===== src/rtl/pc_pkg.sv =====
// Shared types and constants for the program-counter unit: FSM states,
// branch condition codes and the mask that clears bit 0 of a JALR target.
package pc_pkg;

  typedef enum logic [1:0] {
    BOOT = 2'd0,
    RUN  = 2'd1,
    TRAP = 2'd2
  } state_t;

  localparam logic [2:0] BEQ  = 3'b000;
  localparam logic [2:0] BNE  = 3'b001;
  localparam logic [2:0] BLT  = 3'b100;
  localparam logic [2:0] BGE  = 3'b101;
  localparam logic [2:0] BLTU = 3'b110;
  localparam logic [2:0] BGEU = 3'b111;

  localparam logic [63:0] JALR_LSB_MASK = ~64'd1;

endpackage


===== src/rtl/pc_target_gen.sv =====
// Combinational next-PC candidates: link value, selected transfer target,
// taken decision and misalignment of that target.
module pc_target_gen
  import pc_pkg::*;
#(
  parameter int ADDR_W = 8
) (
  input  logic [ADDR_W-1:0] pc,
  input  logic              branch,
  input  logic [2:0]        br_funct3,
  input  logic              zero,
  input  logic              lt,
  input  logic              ltu,
  input  logic              jal,
  input  logic              jalr,
  input  logic [63:0]       imm,
  input  logic [63:0]       rs1_val,
  output logic [ADDR_W-1:0] pc_plus4,
  output logic [ADDR_W-1:0] target,
  output logic              taken,
  output logic              target_misaligned
);

  logic [63:0] pc_wide;
  logic [63:0] seq_sum;
  logic [63:0] rel_sum;
  logic [63:0] jalr_sum;
  logic        cond_true;

  // Sums are formed at full 64-bit width and truncated, so they wrap mod 2^ADDR_W
  assign pc_wide  = 64'(pc);
  assign seq_sum  = pc_wide + 64'd4;
  assign rel_sum  = pc_wide + (imm << 1);
  assign jalr_sum = (rs1_val + imm) & JALR_LSB_MASK;

  always_comb begin
    cond_true = 1'b0;
    case (br_funct3)
      BEQ:     cond_true = zero;
      BNE:     cond_true = ~zero;
      BLT:     cond_true = lt;
      BGE:     cond_true = ~lt;
      BLTU:    cond_true = ltu;
      BGEU:    cond_true = ~ltu;
      default: cond_true = 1'b0;
    endcase
  end

  // JAL and branches share the pc-relative target; JALR overrides both
  assign pc_plus4          = seq_sum[ADDR_W-1:0];
  assign target            = jalr ? jalr_sum[ADDR_W-1:0] : rel_sum[ADDR_W-1:0];
  assign taken             = jalr | jal | (branch & cond_true);
  assign target_misaligned = taken & (target[1:0] != 2'b00);

  generate
    if (ADDR_W < 64) begin : g_trunc
      logic unused_hi;
      assign unused_hi = ^{seq_sum[63:ADDR_W], rel_sum[63:ADDR_W], jalr_sum[63:ADDR_W]};
    end
  endgenerate

endmodule


===== src/rtl/pc_next_unit.sv =====
// Program-counter unit: holds the PC, issues fetch requests with a
// valid/ready handshake and traps on misaligned control-transfer targets.
module pc_next_unit
  import pc_pkg::*;
#(
  parameter int                ADDR_W   = 8,
  parameter logic [ADDR_W-1:0] RESET_PC = '0,
  parameter logic [ADDR_W-1:0] TRAP_PC  = 'h80
) (
  input  logic              clk,
  input  logic              rst_n,
  input  logic              stall,
  input  logic              fetch_ready,
  output logic              fetch_valid,
  output logic [ADDR_W-1:0] pc,
  output logic [ADDR_W-1:0] pc_plus4,
  input  logic              branch,
  input  logic [2:0]        br_funct3,
  input  logic              zero,
  input  logic              lt,
  input  logic              ltu,
  input  logic              jal,
  input  logic              jalr,
  input  logic [63:0]       imm,
  input  logic [63:0]       rs1_val,
  input  logic              trap_clear,
  output logic              redirect,
  output logic              misaligned
);

  state_t            state;
  state_t            state_next;
  logic [ADDR_W-1:0] target;
  logic              taken;
  logic              target_misaligned;
  logic              advance;

  pc_target_gen #(.ADDR_W(ADDR_W)) u_target_gen (
    .pc                (pc),
    .branch            (branch),
    .br_funct3         (br_funct3),
    .zero              (zero),
    .lt                (lt),
    .ltu               (ltu),
    .jal               (jal),
    .jalr              (jalr),
    .imm               (imm),
    .rs1_val           (rs1_val),
    .pc_plus4          (pc_plus4),
    .target            (target),
    .taken             (taken),
    .target_misaligned (target_misaligned)
  );

  assign advance = (state == RUN) & fetch_ready & ~stall;

  always_ff @(posedge clk or negedge rst_n) begin
    if (!rst_n) state <= BOOT;
    else        state <= state_next;
  end

  always_comb begin
    state_next = state;
    case (state)
      BOOT:    state_next = RUN;
      RUN:     if (advance && target_misaligned) state_next = TRAP;
      TRAP:    if (trap_clear) state_next = RUN;
      default: state_next = BOOT;
    endcase
  end

  always_comb begin
    fetch_valid = (state == RUN);
    misaligned  = (state == TRAP);
  end

  // A misaligned transfer leaves pc untouched so the faulting instruction stays visible
  always_ff @(posedge clk or negedge rst_n) begin
    if (!rst_n) begin
      pc       <= RESET_PC;
      redirect <= 1'b0;
    end else begin
      redirect <= advance & taken & ~target_misaligned;
      if (advance) begin
        if (!taken)                 pc <= pc_plus4;
        else if (!target_misaligned) pc <= target;
      end else if (state == TRAP && trap_clear) begin
        pc <= TRAP_PC;
      end
    end
  end

endmodule


===== config.mk =====
export PLATFORM = sky130hd
export DESIGN_NAME = pc_next_unit
export DESIGN_NICKNAME = d
export VERILOG_FILES = /design/src/rtl/pc_pkg.sv /design/src/rtl/pc_target_gen.sv /design/src/rtl/pc_next_unit.sv
export SDC_FILE = /design/constraint.sdc
export NUM_CORES = 1
export LEC_CHECK = 0
export ABC_CLOCK_PERIOD_IN_PS = 2480
export CAP_MARGIN = 20
export CORE_UTILIZATION = 27
export CTS_CLUSTER_SIZE = 24
export DETAILED_ROUTE_END_ITERATION = 7
export GPL_TIMING_DRIVEN = 0
export PLACE_DENSITY = 0.83
export SLEW_MARGIN = 20
export SYNTH_ARGS = -nofsm -noshare
export SYNTH_HDL_FRONTEND = slang
export SYNTH_SLANG_ARGS = --single-unit

===== constraint.sdc =====
create_clock -name clk -period 2.48 [get_ports clk]
set_input_delay 0.496 -clock clk [delete_from_list [all_inputs] [get_ports clk]]
set_output_delay 0.496 -clock clk [all_outputs]
set_load 0.01 [all_outputs]

==> results of run 1 <==
==> placed cells by master (no fill, tap or decap), types with 4 or more instances in the layout <==
cell type and instances:
nand2_1 8, o21ai_1 6, nor2b_1 6, nor2_1 6, buf_4 5, a21o_1 4, nand3_1 4, and3_1 6
xor2_1 6, o21ai_0 11, ha_1 11, xnor2_1 6, a21oi_1 6, dfrtp_1 10, inv_1 9, clkdlybuf4s50_1 45
==> how the worst min path moves through the flow <==
stage,from,end,slack [ns],cells past startpoint
6_report,state[0],state[0],0.48,1
3_3_place_gp,state[0],state[0],0.46,1
3_5_place_dp,state[0],state[0],0.47,1
5_1_grt,state[0],state[0],0.50,1
4_1_cts,state[0],state[0],0.48,1
2_1_floorplan,rst_n,pc[0],0.20,0
==> critical path: cells and delay by family <==
family                     cells  cell delay [ns]
adders and majority gates      1             0.35
muxes                          1             0.35
and+or+nand+nor                2             0.29
AOI/OAI and AO/OA              4             0.64
buffers and inverters          1             0.42
==> area by class of cell <==
type / instances / area, um2
Buffer: 5 / 37.5
Inverter: 9 / 33.8
Multi-Input combinational cell: 129 / 1010
Timing Repair Buffer: 49 / 490
Sequential cell: 11 / 277
Clock buffer: 3 / 41.3
Clock inverter: 1 / 5.00
Fill cell: 454 / 2550
Tap cell: 52 / 65.1
==> registers in the layout, summed over array words and instances, names as in the netlist <==
name	cells
pc	8
state	2
redirect	1
==> synthesized netlist by cell type (2+ instances only) <==
library cell / n
nand3_1: 4
o21a_1: 3
fa_1: 2
a21oi_1: 7
buf_4: 3
nand2_1: 8
o21ai_1: 5
and3_1: 6
nand2b_1: 4
nor3_1: 3
dfrtp_1: 11
inv_1: 9
nor3b_1: 2
a22oi_1: 2
nor2_1: 6
xor2_1: 6
ha_1: 13
xnor2_1: 7
o21ai_0: 12
nand3b_1: 2
nor2b_1: 7
a211oi_1: 3
mux2i_1: 3
a21o_1: 4
a2111oi_0: 2
a31o_2: 2
==> routing by layer <==
layer / GRT usage / up-vias / part of all wire
li1: - / 675 / -
met1: 0.174 / 589 / 0.44
met2: 0.241 / 46 / 0.48
met3: 0.0169 / 9 / 0.049
met4: 0.0588 / 0 / 0.026
met5: 0 / - / 0
==> what timing repair did <==
| item | in CTS | in global routing |
|---|---|---|
| gates cloned | 0 | 0 |
| setup buffers | 0 | 2 |
| pin swaps | 1 | 2 |
| gates resized for setup | 7 | 9 |
| setup endpoints to repair | 2 | 4 |
==> kinds of logic (layout without fill, tap and decap cells) <==
| kind of cell | after synthesis | after routing | synth area share |
|---|---|---|---|
| AO/OA/AOI/OAI | 52 | 52 | 0.273 |
| multiplexers | 4 | 4 | 0.0316 |
| flip-flops | 11 | 11 | 0.211 |
| AND/OR/NAND/NOR | 45 | 45 | 0.188 |
| XOR/XNOR | 13 | 13 | 0.0872 |
| adder cells (fa/ha/maj) | 15 | 15 | 0.155 |
| buffers and inverters | 14 | 67 | 0.0546 |
==> metrics by stage <==
step / cells / power (mW)
final: 259 / 1.35
after global routing: 259 / 1.45
after CTS: 257 / 1.33
after detailed placement: 253 / 1.12
after global placement: 253 / 1.10
after floorplan: 154 / 0.758
==> where the power goes <==
| group | leakage [nW] | internal, mW | switching (mW) |
|---|---|---|---|
| clock network | 0.0255 | 0.111 | 0.0720 |
| logic | 0.696 | 0.472 | 0.379 |
| registers | 0.136 | 0.227 | 0.0922 |
| total | 0.857 | 0.810 | 0.544 |
==> metrics.cfg, run 1 <==
[run_status]
status=finished clean

[yosys]
postSynthAreaPerCell_um2=8.48
ys_async_sr_fraction=1.00
syn_inst=154
ys.flop_type=dfrtp_1
synth_edf_count=0
yosys_warnings=0
synth_top_area_share=0.211
ys_ff_latch=11
synthesis.nets=311
yosysTopAreaCell=dfrtp_1
ys_types=44
synthesis.area_mm2=0.00131
yosysSeqAreaShare=0.211
yosys-top-cells-area=dfrtp_1 21%, ha_1 12%, xnor2_1 4.7%, o21ai_0 4.6%, xor2_1 4.0%

[critical_path]
required_ns=2.60
crit_slowest_cell=clkdlybuf4s50_1
rr_worst_depth=9
r2r_slack_ns=0.37
end_kind=flip-flop
reg2reg_to=pc[7]
timing.rr.start=pc[1]
start_kind=input port
crit_path_end=pc[6]
slowest_delay_ns=0.42
path_cells=clkdlybuf4s50_1 -> and2_1 -> fa_2 -> a21o_1 -> a21oi_2 -> nand2b_4 -> mux2_2 -> a211oi_2 -> o21ai_1
worst-path-max-fanout=2
crit_path_start=rs1_val[0]
worstSetupPathType=in2reg
cp.arrival_ns=2.54

[place]
pre_cts_ws_ns=-0.399
place_area_mm2=0.00184
port-buffer-count=47
gp_congestion=0.790
place_hpwl_um=2860

[die]
fp-row-count=24
die_h_um=71.6
die_x_um=71.6
start_util=0.290
coreArea_mm2=0.00450
die_area_mm2=0.00512
io_pins=161

[timing]
setup-tns-final_ns=0
fin_crit_ns=2.42
setup_ws_ns=0.0572
worst_clock_skew_ns=0.00521
fin_hold_ws_ns=0.479
slew_violations=0
period_share=0.977
setup_viol=0
final_hold_viol_count=0
timing.slew.headroom=0.678
worst_pin_slew_ns=0.481
fmax_mhz=413

[routing]
drc=0
vias_per_cell=5.09
routed_wl_um=3480
vias=1319
drtPass1Iterations=4
initialDrtViolationCount=82
wl_per_cell_um=13.4
drtAntennaViolNets=0

[grt]
grt_pass1_wl_um=5680
globalRouteTotalUtil=0.139
antenna_found_initial=0
grt_pass1_vias=1270
grt_max_degree=12
grt.overflow.total=0

[layout]
antenna_cells=0
fin_area_mm2=0.00196
final_util=0.434
layout-drive-gt1-share=0.126
nets=365
area_growth_syn_to_layout_pct=49.8

[power]
leakage_nw=0.857
powerDensity_mw_per_mm2=692
ir_drop_v=0.000371

[min_path]
min_path_type=reg2reg

[clock_network]
clk_latency_ns=0.24
ctsHoldBuffers=0
clockRootBuffer=clkbuf_8
cts.sinks=11
numCtsBuffers=3
cts_htree_levels=1
cts_buffer_depth=2
cts_tree=done
path_clk_slew_ns=0.05

[job]
cap_violations=0

(Power assumes the default switching activity.)
==> run 2, diff against run 1 <==
- REMOVE_ABC_BUFFERS: default -> 1
==> run 2 against run 1 <==
Design area shrank 2.7%. Largest power group unchanged. Sequential power fell by 3%. Die area is the same. First-iteration DRC count decreased by 38%. Largest cell class unchanged.
==> metrics.cfg, run 2 (same netlist as run 1, synthesis figures left out) <==
[run_status]
status=finished clean  ; unchanged

[timing]
period_share=0.969  ; was 0.977
slew_violations=0  ; unchanged
final_hold_viol_count=0  ; unchanged
fmax_mhz=416  ; was 413 MHz
timing.slew.headroom=0.508  ; was 0.678
rsz0062_at_grt=no
worst_pin_slew_ns=0.736  ; was 0.481 ns
fin_crit_ns=2.40  ; was 2.42 ns
setup_viol=0  ; unchanged
setup_ws_ns=0.0757  ; was 0.0572 ns
worst_clock_skew_ns=0.00387  ; was 0.00521 ns
fin_hold_ws_ns=0.480  ; was 0.479 ns
setup-tns-final_ns=0  ; unchanged

[grt]
grt_pass1_vias=1250  ; was 1270
grt_max_degree=19  ; was 12
grt.overflow.total=0  ; unchanged
grt_pass1_wl_um=5610  ; was 5680 um
antenna_found_initial=0  ; unchanged
globalRouteTotalUtil=0.139  ; about the same

[routing]
routed_wl_um=3490  ; was 3480 um
met1_length_um=1470  ; was 1540 um
wl_per_cell_um=13.7  ; was 13.4 um
wl_met2_um=1770  ; was 1690 um
dr.max_layer_used=met4  ; unchanged
initialDrtViolationCount=51  ; was 82
drtPass1Iterations=4  ; unchanged
vias=1334  ; was 1319
drc=0  ; unchanged
drtAntennaViolNets=0  ; unchanged
wl_met3_um=183  ; was 170 um
vias_per_cell=5.23  ; was 5.09

[clock_network]
clockRootBuffer=clkbuf_8  ; unchanged
numCtsBuffers=3  ; unchanged
cts.sinks=11  ; unchanged
cts_htree_levels=1  ; unchanged
cts_buffer_depth=2  ; unchanged
clk_latency_ns=0.23  ; was 0.24 ns
ctsHoldBuffers=0  ; unchanged
path_clk_slew_ns=0.05  ; about the same
cts_tree=done  ; unchanged

[critical_path]
worstSetupPathType=in2reg  ; unchanged
timing.rr.start=pc[2]  ; was pc[1]
cp.arrival_ns=2.51  ; was 2.54 ns
worst-path-max-fanout=7  ; was 2
required_ns=2.58  ; was 2.60 ns
rr_worst_depth=8  ; was 9
start_kind=input port  ; unchanged
end_kind=flip-flop  ; unchanged
reg2reg_to=pc[7]  ; unchanged
r2r_slack_ns=0.27  ; was 0.37 ns

[die]
die_area_mm2=0.00512  ; unchanged
die_h_um=71.6  ; unchanged
die_x_um=71.6  ; unchanged
coreArea_mm2=0.00450  ; unchanged
io_pins=161  ; unchanged
start_util=0.290  ; unchanged
fp-row-count=24  ; unchanged

[layout]
area_growth_syn_to_layout_pct=45.8  ; was 49.8%
fill_cells=455  ; was 454
fin_area_mm2=0.00190  ; was 0.00196 mm2
regMostFlops=pc  ; unchanged
regArea_um2=275  ; was 277 um2
mostFrequentLayoutCells=46 x clkdlybuf4s50_1, 12 x ha_1, 11 x o21ai_0, 11 x dfrtp_1, 9 x inv_1  ; was 45 x clkdlybuf4s50_1, 11 x o21ai_0, 11 x ha_1
antenna_cells=0  ; unchanged
final_util=0.423  ; was 0.434
nets=361  ; was 365
largest_reg_flops=8  ; unchanged
layout-drive-gt1-share=0.0788  ; was 0.126
multi_input_area_um2=992  ; was 0.00101 mm2
instances_no_fill=255  ; was 259
final_common_cell=clkdlybuf4s50_1  ; unchanged
reg_top3=pc: 8 flops, state: 2 flops, redirect: 1 flops  ; unchanged

[place]
place_area_mm2=0.00181  ; was 0.00184 mm2
pre_cts_ws_ns=-0.492  ; was -0.399 ns
port-buffer-count=48  ; was 47
place_hpwl_um=2810  ; was 2860 um
dp_cells=249  ; was 253
gp_congestion=0.877  ; was 0.790

[job]
cap_violations=0  ; unchanged

[min_path]
holdPathStages=1  ; unchanged
hold_path_end=state[0]  ; unchanged
min_from=state[0]  ; unchanged
min_path_type=reg2reg  ; unchanged

[power]
leakage_nw=0.809  ; was 0.857 nW
ir_drop_v=0.000257  ; was 0.000371 V
powerDensity_mw_per_mm2=697  ; was 692 mW/mm2
total_power_mw=1.33  ; was 1.35 mW

-- run 2: final cells by class --
cell class	count	area share
Inverter	9	0.0177
Clock buffer	4	0.0237
Sequential cell	11	0.145
Multi-Input combinational cell	129	0.521
Tap cell	52	0.0342
Timing Repair Buffer	50	0.259
-- run 2: worst max-delay path by stage --
stage	start	end	slack [ns]	cells after the start
detailed placement	br_funct3[0]	pc[2]	-0.49	7
global placement	br_funct3[0]	pc[2]	-0.49	7
finish	imm[6]	pc[7]	0.08	8
floorplan	imm[0]	pc[6]	0.25	8
global route	imm[6]	pc[7]	0.003	8
CTS	imm[6]	pc[7]	0.01	8
-- run 2: what timing repair did --
action	4_1_cts	5_1_grt
setup buffers	1	1
gates resized for setup	8	3
setup endpoints to repair	8	3
pin swaps	2	1
hold endpoints to repair	0	0
-- run 2: report_power, final --
part	leakage (nW)	internal, mW	switching, mW
logic	0.649	0.457	0.384
clock network	0.0228	0.112	0.0621
registers	0.137	0.226	0.0847
-- run 2: critical path, stage by stage --
cell             delay [ns]
clkdlybuf4s50_1        0.52
ha_2                   0.33
a2111o_1               0.44
a211oi_2               0.23
nor3_1                 0.08
nand3b_1               0.18
o311ai_1               0.12
a21oi_1                0.12
-- run 2: metal layers --
metal,track usage,vias up
met3,0.0338,6
met1,0.160,616
li1,-,671
met2,0.260,41
met4,0.0305,0
met5,0,-
==> variant, RTL diff (settings of run 2) <==
The 3 states of `state_t` get a one-hot encoding in 3 bits.
--- a/src/rtl/pc_pkg.sv
+++ b/src/rtl/pc_pkg.sv
@@ -2,10 +2,10 @@
 // branch condition codes and the mask that clears bit 0 of a JALR target.
 package pc_pkg;
 
-  typedef enum logic [1:0] {
-    BOOT = 2'd0,
-    RUN  = 2'd1,
-    TRAP = 2'd2
+  typedef enum logic [2:0] {
+    BOOT = 3'b001,
+    RUN  = 3'b010,
+    TRAP = 3'b100
   } state_t;
 
   localparam logic [2:0] BEQ  = 3'b000;
Behaviour: no difference found for any inputs over 10 cycles, from zero or initial values and one cycle with rst_n low; not proved beyond that.
==> variant against run 2 <==
  * Maximum frequency decreased by 0.52%
  * Final area rose by 6.3%
  * Via count is 2.7% higher
  * Sequential share of layout area grew 0.50 points
  * Die area grew 5.1%
  * Clock power is 21% higher
  * Setup slack worse by 13 ps
  * Final cell count up 9.8%
  * Sequential cell count grew 1
  * Routed wire length up 4.1%
  * Area after synthesis grew 5.3%
  * Total power up 21%
  * Largest cell class unchanged
  * First-iteration DRC count increased by 35%
==> variant: results (changes against run 2) <==
Family of cells with the greatest summed delay on the critical path: simple AND/OR/NAND/NOR gates. The overall track demand over capacity in global routing was 0.1372 (-0.001885). The synthesized netlist cell count came out at 164 (+6.5%).

The adder and majority cell fraction of the synthesized area was 0.1474 (-0.007766); the reported leakage power was 0.8659 nW (+7.1%). The total length of routed met2 wires was 1601 um (-9.8%). Destination of the worst hold path: state[0]. The run gives 1263 (+1.0%) as the number of global-route vias before repair. The routed length on met3 is 235 um (+28%). The tools report the startpoint of the lowest-slack hold path as state[2]. For the largest voltage drop on the vdd net, the log shows 0.5151 mV (+100%). In this run the worst setup path terminates at pc[5].

Post-synthesis share of cell area spent on xor and xnor gates: 0.08917 (+0.002007). By area the synthesized netlist is led by sky130_fd_sc_hd__dfrtp_1 20%, sky130_fd_sc_hd__ha_1 12%, sky130_fd_sc_hd__a21oi_1 5.1%. Per-cell via count in the routed design: 4.893 (-6.5%).

In the final layout, the registers with the most flip-flops are pc (8), state (3), redirect (1). The logs give 1790 um (+22%) for the routed length on met1 and 2946 um (+4.7%) for the post-DP HPWL. The fraction of layout instances using a drive strength above 1 works out to 0.1033 (+0.02447).

The met2 routing resource usage after global routing was 0.2150 (-0.04530); the critical path's largest stage delay was 470 ps (-50 ps). The compound-gate portion of the synthesized area is 0.2484 (-0.02458), and the portion of the post-synthesis area used by sequential elements is 0.2193 (+0.008562). Tracing the worst setup path back leads to its startpoint at rs1_val[0].

The flow ran to the end, and the final reports show no timing, DRC or antenna violations. Global-route met3 utilization: 0.03292 (-0.0008335). The tools report the number of nets at the end of the flow as 371 (+2.8%). The routed wire length per instance works out to 12.99 um (-5.2%). Counting instances in the post-synthesis netlist gives the leading cell types as 14 x sky130_fd_sc_hd__a21oi_1, 13 x sky130_fd_sc_hd__ha_1, 13 x sky130_fd_sc_hd__nand2_1.

The tools report the maximum clock skew at final layout as 3.295 ps (-0.5761 ps). The proportion of synthesized area in mux cells is 0.01547 (-0.01614), and the maximum number of pins on one net before global-route repair is 17 (-2). The number of cells on the worst reg-to-reg path is 9 (+1). The final weighted congestion in routability-driven placement was 0.8152 (-7.0%).
variant: report_power, final:
part	internal [W]	total [W]	switching [W]	leakage, nW
clock network	0.000140	0.000212	0.0000723	0.0288
logic	0.000557	0.00101	0.000448	0.687
registers	0.000274	0.000393	0.000119	0.150
total	0.000971	0.00161	0.000640	0.866
variant: timing repair:
item | in CTS | in global routing
endpoints found under the setup margin | 3 | 6
setup buffers | 1 | 0
pin swaps | 2 | 1
gates resized for setup | 7 | 8
variant: area by class of cell:
cell class / count / area share
clock buffer: 4 / 0.02719
sequential: 12 / 0.1496
multi-input combinational: 138 / 0.5204
inverter: 10 / 0.01854
tap: 67 / 0.04141
timing repair buffer: 49 / 0.2429
variant: through the flow:
stage                     instance area, um2  hold slack (ps)
after CTS                               1991            549.2
after global placement                  1906            536.6
after floorplan                         1341            200.4
final                                   2024            540.3
after detailed placement                1906            540.8
after global routing                    2024            571.8
